**config.mk**
```make
export PLATFORM = sky130hd
export DESIGN_NAME = pool_tile_scheduler
export DESIGN_NICKNAME = d
export VERILOG_FILES = /design/src/rtl/pool_tile_scheduler.sv
export SDC_FILE = /design/constraint.sdc
export NUM_CORES = 1
export LEC_CHECK = 0
export BUFFER_PORTS_ARGS = -buffer_cell sky130_fd_sc_hd__buf_2
export CAP_MARGIN = 0
export CELL_PAD_IN_SITES_DETAIL_PLACEMENT = 0
export CELL_PAD_IN_SITES_GLOBAL_PLACEMENT = 2
export CORE_UTILIZATION = 42
export CTS_CLUSTER_SIZE = 12
export DETAILED_ROUTE_END_ITERATION = 6
export GPL_ROUTABILITY_DRIVEN = 0
export HOLD_SLACK_MARGIN = 0.08
export PLACE_DENSITY = 0.95
export RECOVER_POWER = 100
export SETUP_SLACK_MARGIN = 0.2
export SYNTH_ARGS = -nofsm -noshare
export SYNTH_HDL_FRONTEND = slang
export SYNTH_SLANG_ARGS = --single-unit
```
**constraint.sdc**
```tcl
create_clock -name clk -period 6.05 [get_ports clk]
set_input_delay 1.815 -clock clk [delete_from_list [all_inputs] [get_ports clk]]
set_output_delay 1.815 -clock clk [all_outputs]
set_load 0.005 [all_outputs]
```
**src/rtl/pool_tile_scheduler.sv**
```systemverilog
// Tile sequencer for the pooling filter: queues tile descriptors, drives the filter's
// metadata and start pulse, waits for done, counts tiles and watches for hangs.
module pool_tile_scheduler #(
    parameter int POOLING_UNITS  = 3,
    parameter int LIN_WIDTH      = 10,
    parameter int UNIT_STRIDE    = 2,
    parameter int DESC_DEPTH     = 4,
    parameter int TIMEOUT_CYCLES = 4096
) (
    input  logic                               clk,
    input  logic                               res,
    input  logic                               desc_valid,
    output logic                               desc_ready,
    input  logic [LIN_WIDTH-1:0]               desc_base,
    input  logic [1:0]                         desc_fsize,
    input  logic [1:0]                         desc_op,
    input  logic                               desc_last,
    output logic [POOLING_UNITS*LIN_WIDTH-1:0] pf_start_addr,
    output logic [1:0]                         pf_filter_size,
    output logic [1:0]                         pf_op_type,
    output logic                               pf_valid_in,
    input  logic                               pf_done,
    input  logic                               abort,
    input  logic                               err_clear,
    output logic                               busy,
    output logic                               tile_done,
    output logic                               frame_done,
    output logic                               err,
    output logic [15:0]                        tile_count
);

    localparam int PTR_W = (DESC_DEPTH > 1) ? $clog2(DESC_DEPTH) : 1;
    localparam int CNT_W = PTR_W + 1;
    localparam int WD_W  = $clog2(TIMEOUT_CYCLES) + 1;

    typedef enum logic [2:0] {
        IDLE,
        LOAD,
        ARM,
        WAIT_DONE,
        FINISH,
        ERR
    } state_t;

    state_t state;
    state_t state_next;

    logic [LIN_WIDTH-1:0] fifo_base  [DESC_DEPTH];
    logic [1:0]           fifo_fsize [DESC_DEPTH];
    logic [1:0]           fifo_op    [DESC_DEPTH];
    logic                 fifo_last  [DESC_DEPTH];

    logic [PTR_W-1:0] rd_ptr;
    logic [PTR_W-1:0] wr_ptr;
    logic [CNT_W-1:0] count;

    logic full;
    logic empty;
    logic abort_hit;
    logic flush;
    logic push;
    logic pop;

    logic [WD_W-1:0] watchdog;
    logic            timeout_hit;
    logic            cur_last;

    logic [POOLING_UNITS*LIN_WIDTH-1:0] load_addr;

    assign full        = (count == CNT_W'(DESC_DEPTH));
    assign empty       = (count == '0);
    assign desc_ready  = !full;
    assign abort_hit   = abort && (state != ERR);
    assign flush       = abort_hit || (state == ERR);
    assign push        = desc_valid && !full && !flush;
    assign pop         = (state == LOAD) && !flush;
    assign timeout_hit = (watchdog == WD_W'(TIMEOUT_CYCLES - 2));

    always_ff @(posedge clk) begin
        if (push) begin
            fifo_base[wr_ptr]  <= desc_base;
            fifo_fsize[wr_ptr] <= desc_fsize;
            fifo_op[wr_ptr]    <= desc_op;
            fifo_last[wr_ptr]  <= desc_last;
        end
    end

    // Simultaneous push and pop leave the occupancy unchanged.
    always_ff @(posedge clk or negedge res) begin
        if (!res) begin
            rd_ptr <= '0;
            wr_ptr <= '0;
            count  <= '0;
        end else if (flush) begin
            rd_ptr <= '0;
            wr_ptr <= '0;
            count  <= '0;
        end else begin
            if (push) begin
                wr_ptr <= wr_ptr + PTR_W'(1);
            end
            if (pop) begin
                rd_ptr <= rd_ptr + PTR_W'(1);
            end
            case ({push, pop})
                2'b10:   count <= count + CNT_W'(1);
                2'b01:   count <= count - CNT_W'(1);
                default: count <= count;
            endcase
        end
    end

    // Each unit's start address is offset from the tile base and wraps within LIN_WIDTH.
    always_comb begin
        load_addr = '0;
        for (int u = 0; u < POOLING_UNITS; u++) begin
            load_addr[u*LIN_WIDTH +: LIN_WIDTH] = fifo_base[rd_ptr] + LIN_WIDTH'(u * UNIT_STRIDE);
        end
    end

    always_ff @(posedge clk or negedge res) begin
        if (!res) begin
            pf_start_addr  <= '0;
            pf_filter_size <= '0;
            pf_op_type     <= '0;
            cur_last       <= 1'b0;
        end else if (pop) begin
            pf_start_addr  <= load_addr;
            pf_filter_size <= fifo_fsize[rd_ptr];
            pf_op_type     <= fifo_op[rd_ptr];
            cur_last       <= fifo_last[rd_ptr];
        end
    end

    always_ff @(posedge clk or negedge res) begin
        if (!res) begin
            state <= IDLE;
        end else begin
            state <= state_next;
        end
    end

    always_comb begin
        state_next = state;
        case (state)
            IDLE: begin
                if (!empty) begin
                    state_next = LOAD;
                end
            end
            LOAD: begin
                state_next = ARM;
            end
            ARM: begin
                if (!pf_done) begin
                    state_next = WAIT_DONE;
                end
            end
            WAIT_DONE: begin
                if (pf_done) begin
                    state_next = FINISH;
                end else if (timeout_hit) begin
                    state_next = ERR;
                end
            end
            FINISH: begin
                state_next = empty ? IDLE : LOAD;
            end
            ERR: begin
                if (err_clear) begin
                    state_next = IDLE;
                end
            end
            default: begin
                state_next = IDLE;
            end
        endcase
        if (abort_hit) begin
            state_next = IDLE;
        end
    end

    always_ff @(posedge clk or negedge res) begin
        if (!res) begin
            watchdog <= '0;
        end else if (state == ARM) begin
            watchdog <= '0;
        end else if (state == WAIT_DONE) begin
            watchdog <= watchdog + WD_W'(1);
        end
    end

    // An abort suppresses the start pulse and the completion pulses of the tile it kills.
    assign pf_valid_in = (state == ARM) && !pf_done && !abort;
    assign tile_done   = (state == FINISH) && !abort;
    assign frame_done  = tile_done && cur_last;
    assign busy        = (state != IDLE);
    assign err         = (state == ERR);

    always_ff @(posedge clk or negedge res) begin
        if (!res) begin
            tile_count <= '0;
        end else if (abort_hit) begin
            tile_count <= '0;
        end else if (tile_done) begin
            tile_count <= tile_count + 16'd1;
        end
    end

endmodule
```
==> results.toml, run 1 <==
[cells_and_area]
mostFrequentLayoutCells = "nand2_1, dfrtp_1, edfxtp_1, buf_2, clkbuf_1"
antenna_cells = 0
final_area_mm2 = 0.00675
postLayoutCoreUtil_pct = 50.6
layout.nets = 581
fillers = 1209
final_common_cell = "nand2_1"
drive_gt1_share_pct = 16.9
multiInputGateArea_mm2 = 0.00201
area_delta_synth_final_pct = 16.4
instances_no_fill = 739
seqCellArea_mm2 = 0.00358

[pwr]
powerDensity_mw_per_mm2 = 417
finalPower_mw = 2.82
power.share.clock_pct = 33.3
p_switching_uw = 896
p_int_mw = 1.92
p_leak_nw = 2.75
pwr-share-comb_pct = 23.1
power.share.switching_pct = 31.8
vdd_drop_max_uv = 224
seqPwrFrac_pct = 43.5

[sta]
fin_ws_ps = 1030
fin_skew_ps = 9.73
finalHoldViolCount = 0
post-route-period-util_pct = 83.0
setup_viol = 0
drv_slew = 74
rsz0062_at_grt = "false"
post-route-min-period_ps = 5020
max_slew.worst_pin.slew_ps = 2180
fin_tns_setup_ps = 0
fmax_mhz = 199
maxSlewHeadroom_pct = -45.3
whs_ps = 463

[detailed_routing]
routedWlPerCell_um = 15.4
post_drt_via_cell_ratio = 5.11
drcViolationCount = 0
first_pass_iters = 4
wl_mm = 11.4
wl_met2_mm = 5.58
top_layer_used = "met4"
ant_nets = 0
via_count = 3777
wl_met1_mm = 5.15
drtIter0Drc = 235
wl_met3_um = 440

[setup_path]
critical_path_arrival_ps = 3210
r2r_slack_ps = 3090
worstSetupEndpointType = "output pin"
worst_setup_path_start_kind = "input port"
critical_path_class = "in -> out"
crit_fanout = 12
worstPathRequired_ps = 4240

[synth]
syn-cell-area_mm2 = 0.00580
synth_top_family_by_area = "simple AND/OR/NAND/NOR gates"
ys_warn_count = 0
async_flop_share_pct = 54.2
yosys-mux-area-fraction_pct = 7.04
synth-simple-area-share_pct = 15.6
synth_compound_area_share_pct = 6.41
synthAdderAreaFrac_pct = 2.29
synth_edf_count = 60
syn-num-nets = 511
synth_xor_area_share_pct = 4.08
yosysUniqueCellTypes = 54
synth.avg_cell_area_um2 = 12.1
ys_ff_latch = 131
ys.flop_type = "dfrtp_1"
synthCells = 480
yosysSeqAreaShare_pct = 61.7

[floorplanning]
num_rows = 42
fp.dieH_um = 119
initial_core_util_pct = 43.4
die_w_um = 119
die_area_mm2 = 0.0143
io_pins = 77
coreArea_mm2 = 0.0133

[cts]
cts.sinks = 131
clk_path_buf_depth = 2
cts-root-buf = "clkbuf_16"
cts_resized = 0
clk_pin_slew_worst_paths_ps = 50
cts_buffers = 17
holdBufCountCts = 0
post-cts-setup-buffers = 0
cts_tree = "done"
insertion_delay_ps = 410
htree_levels = 4

[global_route]
antenna_found_initial = 0
grt_pass1_vias = 3709
grt_overflow = 0
gr-usage-all-layers_pct = 17.2
grt_pass1_wl_mm = 18.8
grt_max_degree = 50

[placed_design]
port_buffers = 76
dp.cells = 707
dpl_cell_area_mm2 = 0.00629
pre_cts_ws_ps = 1150
dp_hpwl_mm = 7.49

[min_path]
worstHoldPathType = "reg -> reg"

[status]
status = "finished with violations"
violations = "capacitance limit, slew limit"

[job]
maxCapViolCount = 2
==> sequential cells by signal, summed over array words and instances (netlist names), 3 cells and up <==
register       flops
pf_start_addr     27
fifo_last          4
state              3
fifo_fsize         8
tile_count        16
watchdog          13
fifo_op            8
count              3
fifo_base         40
==> layout make-up <==
class | instances | area share [%]
Clock buffer | 17 | 6.30
Sequential cell | 131 | 53.0
Clock inverter | 15 | 1.78
Tap cell | 176 | 3.26
Inverter | 11 | 0.630
Multi-Input combinational cell | 311 | 29.8
Timing Repair Buffer | 78 | 5.15
==> critical path, stage by stage <==
cell and delay, ps:
clkbuf_1 200, or4b_1 670, clkinvlp_2 230, and2_0 170, buf_2 120
==> power groups by stage <==
stage	clock [mW]	combinational, mW	sequential, mW
finish	0.938	0.652	1.23
detailed placement	0	0.669	1.25
global placement	0	0.659	1.24
floorplan	0	0.499	1.19
CTS	0.957	0.672	1.23
global route	0.995	0.738	1.26
==> path summary, 6_finish.rpt <==
check / cells after the start / start / to
max: 5 / abort / frame_done
min: 2 / cur_last / cur_last
max reg2reg: 6 / state[0] / count[2]
min reg2reg: 2 / cur_last / cur_last
max in group asynchronous: 2 / res / tile_count[3]
min in group asynchronous: 1 / res / pf_filter_size[0]
==> routing by layer <==
metal	up-vias	track usage, %
met5	-	0
met4	0	7.58
met3	14	3.64
met2	77	27.4
met1	1839	22.5
li1	1847	-
==> synthesized netlist by cell type, types with 2 or more instances <==
library cell | instances | share of area, %
and2_1 | 3 | 0.32
a22o_1 | 3 | 0.45
buf_2 | 7 | 0.60
nand4_1 | 5 | 0.54
edfxtp_1 | 60 | 31
inv_1 | 9 | 0.58
xor2_1 | 13 | 2.0
and4_1 | 3 | 0.45
nor3_1 | 8 | 0.69
nand3b_1 | 2 | 0.26
clkbuf_1 | 16 | 1.0
mux2i_1 | 7 | 1.2
nor2_1 | 31 | 2.0
and3_1 | 7 | 0.76
o21ai_0 | 28 | 2.4
ha_1 | 9 | 1.9
a31oi_1 | 2 | 0.22
buf_4 | 4 | 0.52
mux4_2 | 15 | 5.8
nand2_1 | 99 | 6.4
nand2b_1 | 4 | 0.43
a21oi_1 | 14 | 1.2
or3_1 | 4 | 0.43
or4b_2 | 2 | 0.35
dfrtp_1 | 71 | 31
o21a_1 | 2 | 0.26
nand3_1 | 12 | 1.0
xnor2_1 | 14 | 2.1
==> logic make-up (layout without fill, tap and decap cells) <==
logic type      after synthesis  after routing
compound gates               62             62
xor+xnor                     27             27
fa+ha+maj                    10             10
buf+inv                      38            121
flops                       131            131
mux                          22             22
simple gates                190            190
(Power assumes the default switching activity.)
==> run 2: changes to the inputs <==
--- a/config.mk
+++ b/config.mk
@@ -9,12 +9,12 @@
 export CAP_MARGIN = 0
 export CELL_PAD_IN_SITES_DETAIL_PLACEMENT = 0
 export CELL_PAD_IN_SITES_GLOBAL_PLACEMENT = 2
-export CORE_UTILIZATION = 42
+export CORE_UTILIZATION = 39
 export CTS_CLUSTER_SIZE = 12
 export DETAILED_ROUTE_END_ITERATION = 6
 export GPL_ROUTABILITY_DRIVEN = 0
 export HOLD_SLACK_MARGIN = 0.08
-export PLACE_DENSITY = 0.95
+export PLACE_DENSITY = 0.9
 export RECOVER_POWER = 100
 export SETUP_SLACK_MARGIN = 0.2
 export SYNTH_ARGS = -nofsm -noshare
==> constraint.sdc (replaced) <==
create_clock -name clk -period 5.2 [get_ports clk]
set_input_delay 1.56 -clock clk [delete_from_list [all_inputs] [get_ports clk]]
set_output_delay 1.56 -clock clk [all_outputs]
set_load 0.005 [all_outputs]
==> results.toml, run 2 (synthesized netlist as in run 1, its figures left out) <==
[cells_and_area]
reg_top3 = "fifo_base (40), pf_start_addr (27), tile_count (16)"
instances_no_fill = 748
multiInputGateArea_mm2 = 0.00201
largest_register_ffs = 40
mostFrequentLayoutCells = "nand2_1, dfrtp_1, edfxtp_1, clkbuf_1, nor2_1"
drive_gt1_share_pct = 13.5
area_delta_synth_final_pct = 16.9
largest-register = "fifo_base"
final_common_cell = "nand2_1"
layout.nets = 582
antenna_cells = 0
postLayoutCoreUtil_pct = 46.6
fillers = 1337
seqCellArea_mm2 = 0.00358

[pwr]
p_int_mw = 2.31
p_leak_nw = 2.71
p_switching_mw = 1.04
pwr-share-comb_pct = 23.2
seqPwrFrac_pct = 41.9
powerDensity_mw_per_mm2 = 494
vdd_drop_max_uv = 214
power.share.clock_pct = 34.9
power.share.switching_pct = 30.9

[sta]
whs_ps = 476
drv_slew = 41
rsz0062_at_grt = "false"
post-route-min-period_ps = 4480
finalHoldViolCount = 0
setup_viol = 0
max_slew.worst_pin.slew_ps = 1960
fmax_mhz = 223
fin_skew_ps = 8.69
fin_tns_setup_ps = 0
maxSlewHeadroom_pct = -32.5
post-route-period-util_pct = 86.1

[floorplanning]
die_area_mm2 = 0.0154
die_w_um = 124
coreArea_mm2 = 0.0145
initial_core_util_pct = 39.9
fp.dieH_um = 124
io_pins = 77
num_rows = 44

[placed_design]
dp.cells = 716
port_buffers = 76
dp_hpwl_mm = 7.54

[setup_path]
slowest_delay_ps = 670
crit_family = "simple AND/OR/NAND/NOR gates"
r2r_cells = 5
worst_setup_path_start_kind = "input port"
critical_path_arrival_ps = 2920
critical_path_class = "in -> out"
cp.buffers_inverters = 3
crit_chain = "clkbuf_1 -> or4b_1 -> clkinvlp_2 -> and2_0 -> buf_2"
worstSetupEndpointType = "output pin"
worstPathRequired_ps = 3640
critPathSlowestCell = "or4b_1"
timing.rr.start = "state[0]"
crit_start = "abort"
crit_fanout = 12
crit_end = "frame_done"
path_depth = 5
r2r-end = "count[0]"
r2r_slack_ps = 1920

[global_route]
gr-usage-all-layers_pct = 16.2
grt_pass1_wl_mm = 18.7
antenna_found_initial = 0
grt_max_degree = 50
grt_pass1_vias = 3715
grt_overflow = 0

[detailed_routing]
via_count = 3812
wl_mm = 11.5
first_pass_iters = 4
ant_nets = 0
drcViolationCount = 0
routedWlPerCell_um = 15.4
drtIter0Drc = 259
post_drt_via_cell_ratio = 5.10

[cts]
post-cts-setup-buffers = 0
htree_levels = 4
clk_path_buf_depth = 2
insertion_delay_ps = 420
cts_tree = "done"
cts_resized = 0
cts.sinks = 131
clk_pin_slew_worst_paths_ps = 60
holdBufCountCts = 0
cts_buffers = 17
cts-root-buf = "clkbuf_16"

[min_path]
worstHoldPathType = "reg -> reg"

[status]
status = "finished with violations"
violations = "capacitance limit, slew limit"

[job]
maxCapViolCount = 2
==> run 2: layout make-up <==
cell class / count / share of cell area [%]
flip-flops and latches: 131 / 52.8
multi-input cells: 311 / 29.7
clock buffers: 18 / 6.33
repair buffers: 79 / 4.87
well taps: 184 / 3.40
clock inverters: 14 / 2.25
inverters: 11 / 0.628
==> run 2: worst min-delay path by stage <==
stage / startpoint / end / cells after the start
floorplan: cur_last / cur_last / 2
global placement: pf_start_addr[7] / pf_start_addr[7] / 2
detailed placement: pf_start_addr[5] / pf_start_addr[5] / 2
CTS: pf_start_addr[5] / pf_start_addr[5] / 2
global route: pf_start_addr[26] / pf_start_addr[26] / 2
finish: pf_start_addr[5] / pf_start_addr[5] / 2
==> run 2: per-layer routing <==
layer	routed length, um	track usage (%)
met1	5470	21.6
met2	5420	25.8
met3	437	3.30
met4	183	7.22
met5	0	0
==> run 2: per-stage QoR <==
| step | setup slack [ps] | power [mW] | instance area (um^2) |
|---|---|---|---|
| 2_1_floorplan | 1220 | 1.96 | 5800 |
| 3_3_place_gp | 872 | 2.22 | 6310 |
| 3_5_place_dp | 834 | 2.24 | 6310 |
| 4_1_cts | 832 | 3.42 | 6890 |
| 5_1_grt | 633 | 3.57 | 6780 |
| 6_report | 721 | 3.35 | 6780 |
==> run 2: worst register-to-register path, stage by stage (launching register included) <==
cell and delay (ps):
dfrtp_1 660, nor4b_1 1590, clkbuf_1 530, nor3_1 130, o21ai_0 150, o21ai_0 100
==> run 2: power by group through the flow <==
stage          Combinational, mW  Sequential, mW  Clock, mW
2_1_floorplan              0.581            1.38          0
3_3_place_gp               0.809            1.41          0
3_5_place_dp               0.822            1.42          0
4_1_cts                    0.826            1.40       1.19
5_1_grt                    0.899            1.43       1.24
6_report                   0.777            1.40       1.17
